**src/rtl/media_blocos_if.sv**
```systemverilog
// Bus between the zoom-out engine and its surroundings: frame command/status,
// source ROM read port and destination RAM write port.
interface media_blocos_if;
  logic        start;
  logic [2:0]  escala;
  logic [16:0] rom_addr;
  logic [7:0]  rom_data;
  logic [16:0] wr_addr;
  logic [7:0]  wr_data;
  logic        wr_en;
  logic        busy;
  logic        done;
  logic        erro;

  modport master (
    output start, escala, rom_data,
    input  rom_addr, wr_addr, wr_data, wr_en, busy, done, erro
  );

  modport slave (
    input  start, escala, rom_data,
    output rom_addr, wr_addr, wr_data, wr_en, busy, done, erro
  );
endinterface

```
**src/rtl/media_blocos.sv**
```systemverilog
// Zoom-out engine: averages each escala x escala block of the original image
// (truncating) and writes one reduced pixel per block to the destination RAM.
module media_blocos #(
  parameter int LARGURA_ORIG = 320,
  parameter int ALTURA_ORIG  = 240
) (
  input logic           clk,
  input logic           rst,
  media_blocos_if.slave bus
);
  localparam int AW = 17;
  localparam int XW = (LARGURA_ORIG > 2) ? $clog2(LARGURA_ORIG) : 1;
  localparam int YW = (ALTURA_ORIG > 2) ? $clog2(ALTURA_ORIG) : 1;
  localparam logic [AW-1:0] LARG = AW'(LARGURA_ORIG);

  typedef enum logic [2:0] {OCIOSO, LER, DRENAR, ESCREVER, FIM} estado_t;
  estado_t estado, prox;

  logic [1:0]    sh_q, sh_in;
  logic          escala_ok, inicio_ok;
  logic [XW-1:0] xd, ld_m1;
  logic [YW-1:0] yd, ad_m1;
  logic [1:0]    dx, dy, e_m1;
  logic [11:0]   acc;
  logic [AW-1:0] wa, rom_hold;
  logic [AW-1:0] lin_src, col_src, addr_c;
  logic          erro_q;
  logic          ultimo_bloco, ultimo_pixel;
  logic          wr_en_c, busy_c, done_c;

  function automatic logic [7:0] media_trunc(input logic [11:0] soma, input logic [1:0] sh);
    logic [11:0] q;
    q = soma >> {sh, 1'b0};
    return q[7:0];
  endfunction

  // escala is carried internally as a shift amount: 1->0, 2->1, 4->2
  always_comb begin
    escala_ok = 1'b1;
    sh_in     = 2'd0;
    case (bus.escala)
      3'd1:    sh_in = 2'd0;
      3'd2:    sh_in = 2'd1;
      3'd4:    sh_in = 2'd2;
      default: escala_ok = 1'b0;
    endcase
  end

  assign inicio_ok    = bus.start && (estado == OCIOSO) && escala_ok;
  assign e_m1         = 2'((3'd1 << sh_q) - 3'd1);
  assign ld_m1        = XW'((LARGURA_ORIG >> sh_q) - 1);
  assign ad_m1        = YW'((ALTURA_ORIG >> sh_q) - 1);
  assign ultimo_bloco = (dx == e_m1) && (dy == e_m1);
  assign ultimo_pixel = (xd == ld_m1) && (yd == ad_m1);

  assign lin_src = (AW'(yd) << sh_q) + AW'(dy);
  assign col_src = (AW'(xd) << sh_q) + AW'(dx);
  assign addr_c  = lin_src * LARG + col_src;

  always_ff @(posedge clk or posedge rst) begin
    if (rst) estado <= OCIOSO;
    else     estado <= prox;
  end

  always_comb begin
    prox    = estado;
    wr_en_c = 1'b0;
    busy_c  = 1'b0;
    done_c  = 1'b0;
    case (estado)
      OCIOSO:   if (inicio_ok) prox = LER;
      LER: begin
        busy_c = 1'b1;
        if (ultimo_bloco) prox = DRENAR;
      end
      DRENAR: begin
        busy_c = 1'b1;
        prox   = ESCREVER;
      end
      ESCREVER: begin
        busy_c  = 1'b1;
        wr_en_c = 1'b1;
        prox    = ultimo_pixel ? FIM : LER;
      end
      FIM: begin
        done_c = 1'b1;
        prox   = OCIOSO;
      end
      default:  prox = OCIOSO;
    endcase
  end

  always_ff @(posedge clk or posedge rst) begin
    if (rst) begin
      sh_q     <= 2'd0;
      xd       <= '0;
      yd       <= '0;
      dx       <= 2'd0;
      dy       <= 2'd0;
      acc      <= 12'd0;
      wa       <= '0;
      rom_hold <= '0;
      erro_q   <= 1'b0;
    end else begin
      erro_q <= bus.start && (estado == OCIOSO) && !escala_ok;
      case (estado)
        OCIOSO: if (inicio_ok) begin
          sh_q <= sh_in;
          xd   <= '0;
          yd   <= '0;
          dx   <= 2'd0;
          dy   <= 2'd0;
          acc  <= 12'd0;
          wa   <= '0;
        end
        LER: begin
          rom_hold <= addr_c;
          // ROM data lags its address by one cycle, so the first address adds nothing
          if ((dx != 2'd0) || (dy != 2'd0)) acc <= acc + 12'(bus.rom_data);
          if (dx == e_m1) begin
            dx <= 2'd0;
            dy <= (dy == e_m1) ? 2'd0 : dy + 2'd1;
          end else begin
            dx <= dx + 2'd1;
          end
        end
        DRENAR:   acc <= acc + 12'(bus.rom_data);
        ESCREVER: begin
          wa  <= wa + AW'(1);
          acc <= 12'd0;
          if (xd == ld_m1) begin
            xd <= '0;
            if (!ultimo_pixel) yd <= yd + YW'(1);
          end else begin
            xd <= xd + XW'(1);
          end
        end
        default: ;
      endcase
    end
  end

  assign bus.rom_addr = (estado == LER) ? addr_c : rom_hold;
  assign bus.wr_addr  = wa;
  assign bus.wr_data  = media_trunc(acc, sh_q);
  assign bus.wr_en    = wr_en_c;
  assign bus.busy     = busy_c;
  assign bus.done     = done_c;
  assign bus.erro     = erro_q;
endmodule

```
**src/flat_wrapper.sv**
```systemverilog
// flat-port wrapper written by rule: the top's interface ports become plain ports
module media_blocos_flat 
#(
  parameter int LARGURA_ORIG = 320,
  parameter int ALTURA_ORIG  = 240
)
  (clk, rst, bus_start, bus_escala, bus_rom_data, bus_rom_addr, bus_wr_addr, bus_wr_data, bus_wr_en, bus_busy, bus_done, bus_erro);
  media_blocos_if bus_i ();
  input logic clk;
  input logic rst;
  input wire logic [$bits(bus_i.start)-1:0] bus_start;
  input wire logic [$bits(bus_i.escala)-1:0] bus_escala;
  input wire logic [$bits(bus_i.rom_data)-1:0] bus_rom_data;
  output wire logic [$bits(bus_i.rom_addr)-1:0] bus_rom_addr;
  output wire logic [$bits(bus_i.wr_addr)-1:0] bus_wr_addr;
  output wire logic [$bits(bus_i.wr_data)-1:0] bus_wr_data;
  output wire logic [$bits(bus_i.wr_en)-1:0] bus_wr_en;
  output wire logic [$bits(bus_i.busy)-1:0] bus_busy;
  output wire logic [$bits(bus_i.done)-1:0] bus_done;
  output wire logic [$bits(bus_i.erro)-1:0] bus_erro;
  assign bus_i.start = bus_start;
  assign bus_i.escala = bus_escala;
  assign bus_i.rom_data = bus_rom_data;
  assign bus_rom_addr = bus_i.rom_addr;
  assign bus_wr_addr = bus_i.wr_addr;
  assign bus_wr_data = bus_i.wr_data;
  assign bus_wr_en = bus_i.wr_en;
  assign bus_busy = bus_i.busy;
  assign bus_done = bus_i.done;
  assign bus_erro = bus_i.erro;
  media_blocos #(.LARGURA_ORIG(LARGURA_ORIG), .ALTURA_ORIG(ALTURA_ORIG)) u_core (.clk(clk), .rst(rst), .bus(bus_i));
endmodule
```
**config.mk**
```make
export PLATFORM = sky130hd
export DESIGN_NAME = media_blocos_flat
export DESIGN_NICKNAME = d
export VERILOG_FILES = /design/src/rtl/media_blocos_if.sv /design/src/rtl/media_blocos.sv /design/src/flat_wrapper.sv
export SDC_FILE = /design/constraint.sdc
export NUM_CORES = 1
export LEC_CHECK = 0
export CAP_MARGIN = 20
export CORE_UTILIZATION = 59
export DETAILED_ROUTE_END_ITERATION = 8
export PLACE_DENSITY_LB_ADDON = 0.25
export SYNTH_ARGS = -nofsm -noshare
export SYNTH_HDL_FRONTEND = slang
export SYNTH_SLANG_ARGS = --single-unit
```
**constraint.sdc**
```tcl
create_clock -name clk -period 14.05 [get_ports clk]
set_input_delay 2.81 -clock clk [delete_from_list [all_inputs] [get_ports clk]]
set_output_delay 2.81 -clock clk [all_outputs]
set_load 0.1 [all_outputs]
```
# Word-level counts from Yosys, hierarchy flattened

Cells that the tools add are included.

$add $sub $neg: 12
$mul: 1
Equality and inequality tests: 17
Shift-type cells: 6
Mux-type cells: 28
Reductions and logical operators: 22

Operator list:

| kind                                                   | number |
|---|---|
| case mux 12 bit (4 select lines)                       | 1 |
| adder 17 x 2 -> 17 bit                                 | 2 |
| two-way mux 17 bit                                     | 2 |
| case mux 17 bit (2 select lines)                       | 1 |
| two-way mux 12 bit                                     | 2 |
| two-way mux 8 bit                                      | 3 |
| two-way mux 9 bit                                      | 2 |
| case mux 9 bit (2 select lines)                        | 1 |
| adder 17 x 1 -> 17 bit (second input constant)         | 1 |
| adder 17 bit                                           | 1 |
| multiplier 17 x 3 -> 11 bit (second input constant)    | 1 |
| << shifter 8 x 2 -> 17 bit                             | 1 |
| << shifter 9 x 2 -> 17 bit                             | 1 |
| case mux 8 bit (2 select lines)                        | 1 |
| adder 12 x 8 -> 12 bit                                 | 1 |
| case mux 2 bit (2 select lines)                        | 3 |
| case mux 3 bit (4 select lines)                        | 1 |
| right shift 12 x 3 -> 8 bit                            | 1 |
| inequality test 2 x 1 -> 1 bit (second input constant) | 5 |
| adder 9 x 1 -> 9 bit (second input constant)           | 1 |
| equality test 3 x 2 -> 1 bit (second input constant)   | 3 |
| equality test 9 bit                                    | 1 |
| two-way mux 3 bit                                      | 3 |
| right shift 9 x 2 -> 9 bit (first input constant)      | 1 |
| other kinds (24)                                       | 46 |

Register bits: 73
Input bits: 14
Output and inout port bits: 46
Word-level logic and storage cells: 96

# Logic depth before layout (Yosys ltp)

Gate-level depths: netlist (run 1).

Word-level depth: 7
Depth in mapped cells: 23
Mapped depth without buffers: 19

# Worst setup path after synthesis (run 1)

OpenSTA, ideal clock, no wires.

Kind: reg2out
From: register u_core.sh_q[0]
To: output bus_rom_addr[14]
Data arrival time: 6.952 ns
Data required time: 11.240 ns
Setup slack: 4.288 ns
Cell stages (with the launch flop): 24
Buffers on the path: 4
Cells stage by stage: dfrtp_1 -> buf_4 -> clkbuf_1 -> buf_1 -> clkbuf_1 -> mux2i_1 -> nor2_1 -> ha_1 -> a21o_1 -> a21oi_1 -> o211ai_1 -> a22o_1 -> ha_1 -> ha_1 -> inv_1 -> fa_1 -> xnor2_1 -> ha_1 -> nand2_1 -> nand2b_1 -> a31oi_1 -> nor2_1 -> xnor2_1 -> o21ai_0

Word-level cells in the longest chain between the ends: 5
Elaborated cells between the ends (all ways): 7
Classes of those cells: 3 x add/sub; 1 x mul; 2 x shift; 1 x mux

Ends and longest elaborated chain:

| element                     | RTL line            | RTL |
|---|---|---|
| start: declaration          | media_blocos.sv:19  | `logic [1:0] sh_q, sh_in;` |
| start signal: assignment    | media_blocos.sv:108 | `sh_q <= sh_in;` |
| << shifter 8 x 2 -> 17 bit  | media_blocos.sv:56  | `assign lin_src = (AW'(yd) << sh_q) + AW'(dy);` |
| adder 17 x 2 -> 17 bit      | media_blocos.sv:56  |  |
| multiplier 17 x 3 -> 11 bit | media_blocos.sv:58  | `assign addr_c = lin_src * LARG + col_src;` |
| adder 17 bit (*)            | media_blocos.sv:58  |  |
| two-way mux 17 bit (*)      | media_blocos.sv:143 | `assign bus.rom_addr = (estado == LER) ? addr_c : rom_hold;` |
| end: declaration            | flat_wrapper.sv:14  | `output wire logic [$bits(bus_i.rom_addr)-1:0] bus_rom_addr;` |

Every way passes the cells marked *; elsewhere a longest branch is shown, timed or not.

# Final worst setup path (run 1)

From: register u_core.sh_q[0]
To: output bus_rom_addr[16]

The elaborated chain is that of the path after synthesis.

==> results of run 1 <==
## kinds of logic after synthesis
logic type	share of synthesized area, %
simple gates	21.00
compound gates	17.48
flops	31.47
buf+inv	4.613
xor+xnor	8.687
fa+ha+maj	10.65
mux	6.100
## cell type report
cell class / count / area (um2) / area share [%]
Clock inverter: 6 / 68.82 / 1.038
Clock buffer: 9 / 123.9 / 1.869
Inverter: 29 / 108.9 / 1.642
Tap cell: 129 / 161.4 / 2.435
Sequential cell: 73 / 1827 / 27.56
Multi-Input combinational cell: 537 / 3710 / 55.98
Timing Repair Buffer: 64 / 628.1 / 9.477
## routing by layer
metal  vias to the layer above  share of wire (%)
met5                         -                  0
met2                       135                 47
met3                        23                4.4
met4                         0                1.6
met1                      2442                 47
li1                       2498                  -
## placed cells by master (no fill, tap or decap), drive strengths merged, types with 5 or more instances in the layout
| cell type | instances |
|---|---|
| nand3 | 36 |
| a21oi | 40 |
| ha | 43 |
| mux2i | 14 |
| nor3 | 9 |
| clkbuf | 9 |
| xnor2 | 31 |
| inv | 30 |
| nor2b | 9 |
| nand4 | 7 |
| o211ai | 6 |
| buf | 5 |
| mux2 | 7 |
| o21ai | 61 |
| or4 | 6 |
| nand2 | 81 |
| and3 | 12 |
| clkdlybuf4s50 | 59 |
| or3 | 7 |
| nand2b | 6 |
| nor2 | 45 |
| mux4 | 6 |
| dfrtp | 73 |
| o31ai | 17 |
| xor2 | 24 |
| a211oi | 6 |
| a21o | 7 |
## worst max-delay path: cells and delay by family (launching register included)
kind / cells / cell delay, ns
xor gates and xnor gates: 1 / 0.43
AOI/OAI and AO/OA: 7 / 1.19
DFF: 1 / 0.81
and+or+nand+nor: 5 / 1.10
buffers and inverters: 3 / 1.54
adders and majority gates: 4 / 0.94
## through the flow
step | worst slack (ns) | instances | cell area (um2) | utilization, % | hold WS (ns)
3_5_place_dp | 5.297 | 832 | 6435 | 68.66 | 0.4616
5_1_grt | 4.397 | 847 | 6628 | 70.72 | 0.5201
4_1_cts | 4.871 | 847 | 6628 | 70.72 | 0.4967
2_1_floorplan | 4.288 | 676 | 5804 | - | 0.4700
3_3_place_gp | 5.480 | 832 | 6435 | 68.66 | 0.4726
6_report | 4.870 | 847 | 6628 | 70.72 | 0.4894
## worst paths after layout
kind,end,cells after the start,slack [ns],start
worst max-delay path,bus_rom_addr[16],20,4.87,u_core.sh_q[0]$_DFFE_PP0P_
worst min-delay path,u_core.bus.wr_addr[16]$_DFFE_PP0P_,1,0.49,u_core.bus.wr_addr[16]$_DFFE_PP0P_
worst max register to register,u_core.rom_hold[16]$_DFF_PP0_,19,9.11,u_core.sh_q[0]$_DFFE_PP0P_
worst min register to register,u_core.bus.wr_addr[16]$_DFFE_PP0P_,1,0.49,u_core.bus.wr_addr[16]$_DFFE_PP0P_
max in group asynchronous,u_core.rom_hold[15]$_DFF_PP0_,3,10.39,rst
min in group asynchronous,u_core.bus.wr_addr[11]$_DFFE_PP0P_,3,3.05,rst
## sequential cells by signal (all words and copies together), names as in the netlist
signal / flops
u_core.acc: 12
u_core.bus.erro: 1
u_core.bus.wr_addr: 17
u_core.dx: 2
u_core.dy: 2
u_core.estado: 3
u_core.rom_hold: 17
u_core.sh_q: 2
u_core.xd: 9
u_core.yd: 8
==> flow_summary.ini, run 1 <==
[grt]
grtUsageMet1_pct = 37.53
grt_antenna_before_repair = 0
grt_pass1_vias = 4775
top_usage_layer = met2
track_usage_pct = 27.84
grt_use_met3_pct = 4.486
overflow = 0
use_met2_pct = 45.21
grt_pass1_wl_um = 22490
grt_start_max_net_pins = 74

[outcome]
status = completed

[route]
drc = 0
num_vias = 5098
wl_per_cell_um = 15.95
drt-pass1-iter-count = 5
drtIter0Drc = 258
wirelength_um = 13510
ant_nets = 0
viasPerCell = 6.019

[cts]
clock_sinks = 73
cts_inserted_buffers = 9
clk-insertion-delay-late_ns = 0.36
cts.path.max_buffers = 2
cts_setup_buffers = 0
ctsResizeCount = 0
tritoncts = built
clkTransAtPathRegs_ns = 0.08
cts-root-buf = clkbuf_8
cts_hold_buffers = 0
h-tree-depth = 3

[timing]
relSlewSlack_pct = 34.59
tightestPinTransition_ns = 0.9781
finalSetupTns_ns = 0
slew_violations = 0
period_minus_slack_ns = 9.180
clock_skew_ns = 0.009141
setup_viol = 0
fmax_ghz = 0.1089
rsz0062_at_grt = no
hold_violations = 0
finalCritPeriodShare_pct = 65.33

[logic_synthesis]
synth.largest_area_cell = dfrtp_1
synth-main-ff-cell = dfrtp_1
ys_ff_latch = 73
netlist_top_cells_count = nand2_1 (80), dfrtp_1 (73), o21ai_0 (58)
synth.most_common_cell = nand2_1
synth_top_area_share_pct = 31.47
synth.distinct_cells = 64
ys_seq_area_share_pct = 31.47
synth_edf_count = 0
avgSynthCellArea_um2 = 8.586
synthArstFlopShare_pct = 100.0
synth_area_um2 = 5804
synthTopCellsByArea = dfrtp_1 (31%), ha_1 (9.3%), nand2_1 (5.2%)
ys_warn_count = 0
synth_cells = 676
synth_fp_nets = 737

[placed_design]
place_hpwl_um = 9725
port_buffers = 59
gp_congestion = 0.9020

[die]
core-area_um2 = 9371
dieArea_um2 = 10240
initial_core_util_pct = 61.94
ioPinCount = 60
die_w_um = 101.2
dieHeight_um = 101.2
num_rows = 35

[worst_setup_path]
arrival_ns = 6.37
startpoint_type = flip-flop
cpMostUsedCell = ha_1
end_kind = primary output
worstPathRequired_ns = 11.24
max_stage_delay_ns = 1.16
critPathMaxFanout = 21
path_class = flip-flop to primary output
slowest_stage = clkdlybuf4s50_1
crit_chain = inv_2 -> and3_1 -> ha_1 -> a21o_1 -> a21oi_1 -> o211ai_1 -> a22o_1 -> ha_1 -> ha_1 -> inv_1 -> fa_1 -> nor2b_1 -> o21ai_0 -> a21boi_0 -> or4_1 -> nand3_1 -> nor3b_1 -> xnor3_1 -> o21ai_1 -> clkdlybuf4s50_1

[final_layout]
fill_cells = 789
drive_gt1_share_pct = 6.685
fin_nets = 775
synthToLayoutAreaGrowth_pct = 14.18
n_antenna_cell = 0

[job]
cap_violations = 0

[worst_hold_path]
hold_class = flip-flop to flip-flop
Power of run 1 is not shown: default switching activity piles up to over one toggle a cycle in this logic, so the estimate is an artifact.
==> run 2, diff against run 1 <==
CORE_UTILIZATION = 58   (was 59)
clock period = 8.6 ns   (was 14.05 ns; I/O delays follow)
==> flow_summary.ini, run 2 (synthesis results as in run 1) <==
[grt]
overflow = 0
grt_start_max_net_pins = 74
track_usage_pct = 27.94
grt_pass1_wl_um = 22980
grt_pass1_vias = 5023
grt_antenna_before_repair = 0

[worst_setup_path]
worstPathRequired_ns = 6.88
path_class = flip-flop to primary output
critPathMaxFanout = 25
arrival_ns = 5.69
r2r-end = u_core.rom_hold[16]$_DFF_PP0_
r2r_cells = 19
r2r_setup_slack_ns = 3.49
startpoint_type = flip-flop
startpoint = u_core.sh_q[1]$_DFFE_PP0P_
rr_startpoint = u_core.sh_q[1]$_DFFE_PP0P_
end_kind = primary output

[route]
drtIter0Drc = 360
ant_nets = 0
viasPerCell = 5.974
num_vias = 5090
drt-pass1-iter-count = 7
wirelength_um = 13600
drc = 0
wl_per_cell_um = 15.96

[cts]
cts.path.max_buffers = 2
clkTransAtPathRegs_ns = 0.08
ctsResizeCount = 0
tritoncts = built
clock_sinks = 73
cts-root-buf = clkbuf_8
cts_inserted_buffers = 9
cts_setup_buffers = 0
cts_hold_buffers = 0
clk-insertion-delay-late_ns = 0.36
h-tree-depth = 3

[final_layout]
drive_gt1_share_pct = 7.789
n_antenna_cell = 0
synthToLayoutAreaGrowth_pct = 13.90
final_common_cell = nand2_1
fin_nets = 775
layout_common_cells = nand2_1 (80), dfrtp_1 (73), o21ai_0 (57)
fill_cells = 814

[timing]
hold_violations = 0
clock_skew_ns = 0.01680
finalSetupTns_ns = 0
period_minus_slack_ns = 7.415
relSlewSlack_pct = 34.36
tightestPinTransition_ns = 0.9815
finalCritPeriodShare_pct = 86.22
fmax_ghz = 0.1349
setup_viol = 0
rsz0062_at_grt = no
slew_violations = 0

[job]
cap_violations = 0

[worst_hold_path]
hold_class = flip-flop to flip-flop
hold_depth = 2
min_from = u_core.rom_hold[8]$_DFF_PP0_
holdPathEnd = u_core.rom_hold[8]$_DFF_PP0_

[die]
core-area_um2 = 9729
dieHeight_um = 102.0
ioPinCount = 60
initial_core_util_pct = 59.66
dieArea_um2 = 10410
num_rows = 36
die_w_um = 102.0

[placed_design]
place_hpwl_um = 9959
gp_congestion = 0.8607
port_buffers = 59

[outcome]
status = completed
[run 2: area by class of cell]
class                   count  area (um2)  area share (%)
multi-input cells         537        3710           56.11
flip-flops and latches     73        1827           27.63
repair buffers             64       610.6           9.235
well taps                 133       166.4           2.517
clock buffers              10       137.6           2.082
inverters                  29       108.9           1.646
clock inverters             6       51.30          0.7759
[run 2: worst max path at each step]
stage,end,cells past startpoint
after floorplan,bus_rom_addr[12],22
after global placement,bus_rom_addr[16],20
after detailed placement,bus_rom_addr[16],20
after CTS,bus_rom_addr[16],20
after global routing,bus_rom_addr[16],20
final,bus_rom_addr[16],20
[run 2: critical path, cell delays in order (launching register included)]
cell and delay, ns:
dfrtp_1 0.86, inv_1 0.34, and3_1 0.28, ha_1 0.22, a21oi_1 0.21, or4_1 0.14, o211ai_1 0.08, a22o_1 0.23
ha_1 0.31, ha_1 0.21, inv_1 0.07, fa_1 0.21, nor2b_1 0.05, o21ai_0 0.23, a21boi_0 0.16, or4_1 0.41
nand3_1 0.17, nor3b_1 0.23, xnor3_1 0.42, o21ai_1 0.16, buf_4 0.32
[run 2: metrics by stage]
| stage | setup slack, ns | instances | cell area [um2] | util [%] | hold slack, ns |
|---|---|---|---|---|---|
| global placement | 1.900 | 836 | 6422 | 66.01 | 0.4670 |
| CTS | 1.242 | 852 | 6611 | 67.95 | 0.4905 |
| detailed placement | 1.649 | 836 | 6422 | 66.01 | 0.4732 |
| global route | 0.7828 | 852 | 6611 | 67.95 | 0.5165 |
| finish | 1.185 | 852 | 6611 | 67.95 | 0.4861 |
| floorplan | 0.03011 | 676 | 5804 | - | 0.4700 |
[run 2: layer usage]
layer / track usage (%) / wire length [um] / vias to the layer above
li1: - / - / 2493
met1: 35.84 / 6223 / 2437
met2: 47.86 / 6502 / 140
met3: 4.925 / 616 / 20
met4: 9.011 / 257 / 0
met5: 0 / 0 / -
Power of run 2 is left out for the same reason.
==> run 3, diff against run 2 <==
CAP_MARGIN = 40   (was 20)
HOLD_SLACK_MARGIN = 0.03   (was default)
REMOVE_ABC_BUFFERS = 1   (was default)
==> flow_summary.ini, run 3 (synthesis results as in run 1) <==
[outcome]
status = completed

[job]
cap_violations = 0

[route]
drt-pass1-iter-count = 6
viasPerCell = 5.951
wl_per_cell_um = 15.77
ant_nets = 0
drtIter0Drc = 268
num_vias = 5308
drc = 0
wirelength_um = 14070

[worst_hold_path]
hold_class = flip-flop to flip-flop
min_from = u_core.rom_hold[0]$_DFF_PP0_

[worst_setup_path]
crit_chain = inv_2 -> and3_1 -> ha_1 -> a21oi_1 -> or4_1 -> o211ai_1 -> a22o_1 -> ha_1 -> ha_1 -> inv_1 -> fa_1 -> nor2b_1 -> o21ai_0 -> a21boi_0 -> or4_1 -> nand3_1 -> nor3b_1 -> xnor3_1 -> o21ai_1 -> buf_4
end_kind = primary output
path_class = flip-flop to primary output
worstPathRequired_ns = 6.88
cpMostUsedCell = ha_1
startpoint = u_core.sh_q[0]$_DFFE_PP0P_
rr_startpoint = u_core.sh_q[0]$_DFFE_PP0P_
cp_top_family = simple AND/OR/NAND/NOR gates
critPathMaxFanout = 24
path_buf_inv = 3
slowest_stage = dfrtp_1
max_stage_delay_ns = 0.91
startpoint_type = flip-flop
arrival_ns = 5.72

[placed_design]
place_hpwl_um = 10720
placed_area_um2 = 7036
port_buffers = 59
gp_congestion = 0.8833

[grt]
track_usage_pct = 28.65
grt_antenna_before_repair = 0
grt_start_max_net_pins = 53
grt_pass1_vias = 5042
overflow = 0
grt_pass1_wl_um = 23260

[final_layout]
final_common_cell = nand2_1
fin_nets = 815
n_antenna_cell = 0
layout_common_cells = nand2_1 (80), dfrtp_1 (73), o21ai_0 (58)
drive_gt1_share_pct = 12.65
fin_area_um2 = 7218
multi_input_area_um2 = 3710
final_util_pct = 74.19
fill_cells = 708
synthToLayoutAreaGrowth_pct = 24.36
register_area_um2 = 1827

[die]
dieHeight_um = 102.0
dieArea_um2 = 10410
core-area_um2 = 9729
die_w_um = 102.0
initial_core_util_pct = 59.66
num_rows = 36
ioPinCount = 60

[timing]
slew_violations = 0
hold_slack_ns = 0.4830
fmax_ghz = 0.1343
clock_skew_ns = 0.01088
relSlewSlack_pct = 42.78
period_minus_slack_ns = 7.444
finalSetupTns_ns = 0
rsz0062_at_grt = no
tightestPinTransition_ns = 0.8583
finalCritPeriodShare_pct = 86.56
setup_viol = 0
hold_violations = 0

[cts]
cts_inserted_buffers = 9
cts-root-buf = clkbuf_8
cts_hold_buffers = 0
tritoncts = built
clkTransAtPathRegs_ns = 0.09
ctsResizeCount = 0
cts.path.max_buffers = 2
clk-insertion-delay-late_ns = 0.37
h-tree-depth = 3
clock_sinks = 73
cts_setup_buffers = 0
-- run 3: layout make-up --
cell class,count,area share (%)
clock buffers,9,1.716
clock inverters,7,0.8147
repair buffers,104,16.95
inverters,29,1.508
flip-flops and latches,73,25.31
multi-input cells,537,51.40
well taps,133,2.305
-- run 3: final timing paths --
kind / end / slack, ns / depth (start not counted)
worst max-delay path: bus_rom_addr[16] / 1.16 / 20
worst min-delay path: u_core.rom_hold[0]$_DFF_PP0_ / 0.48 / 2
worst max register to register: u_core.rom_hold[16]$_DFF_PP0_ / 3.47 / 19
worst min register to register: u_core.rom_hold[0]$_DFF_PP0_ / 0.48 / 2
max in group asynchronous: u_core.rom_hold[16]$_DFF_PP0_ / 6.31 / 4
min in group asynchronous: u_core.acc[9]$_DFFE_PP0P_ / 1.73 / 3
-- run 3: metrics by stage --
stage,std cells,setup slack [ns]
2_1_floorplan,639,0.1452
3_3_place_gp,836,1.855
3_5_place_dp,876,1.593
4_1_cts,892,1.151
5_1_grt,892,0.6538
6_report,892,1.156
-- run 3: worst register-to-register path, stage by stage, from the launching register on --
cell and delay, ns:
dfrtp_1 0.91, inv_2 0.34, and3_1 0.27, ha_1 0.24, a21oi_1 0.23, or4_1 0.15
o211ai_1 0.09, a22o_1 0.23, ha_1 0.30, ha_1 0.21, inv_1 0.07, fa_1 0.19
nor2b_1 0.05, o21ai_0 0.20, a21boi_0 0.15, or4_1 0.42, nand3_1 0.17, nor3b_1 0.24
xnor3_1 0.43, o21ai_1 0.16
-- run 3: routing by layer --
| layer | track usage, % | vias up | routed length (um) |
|---|---|---|---|
| met4 | 12.42 | 0 | 406 |
| met3 | 5.746 | 41 | 764 |
| met2 | 48.53 | 168 | 6872 |
| met1 | 35.54 | 2523 | 6028 |
| li1 | - | 2576 | - |
| met5 | 0 | - | 0 |
Power of run 3 is left out for the same reason.
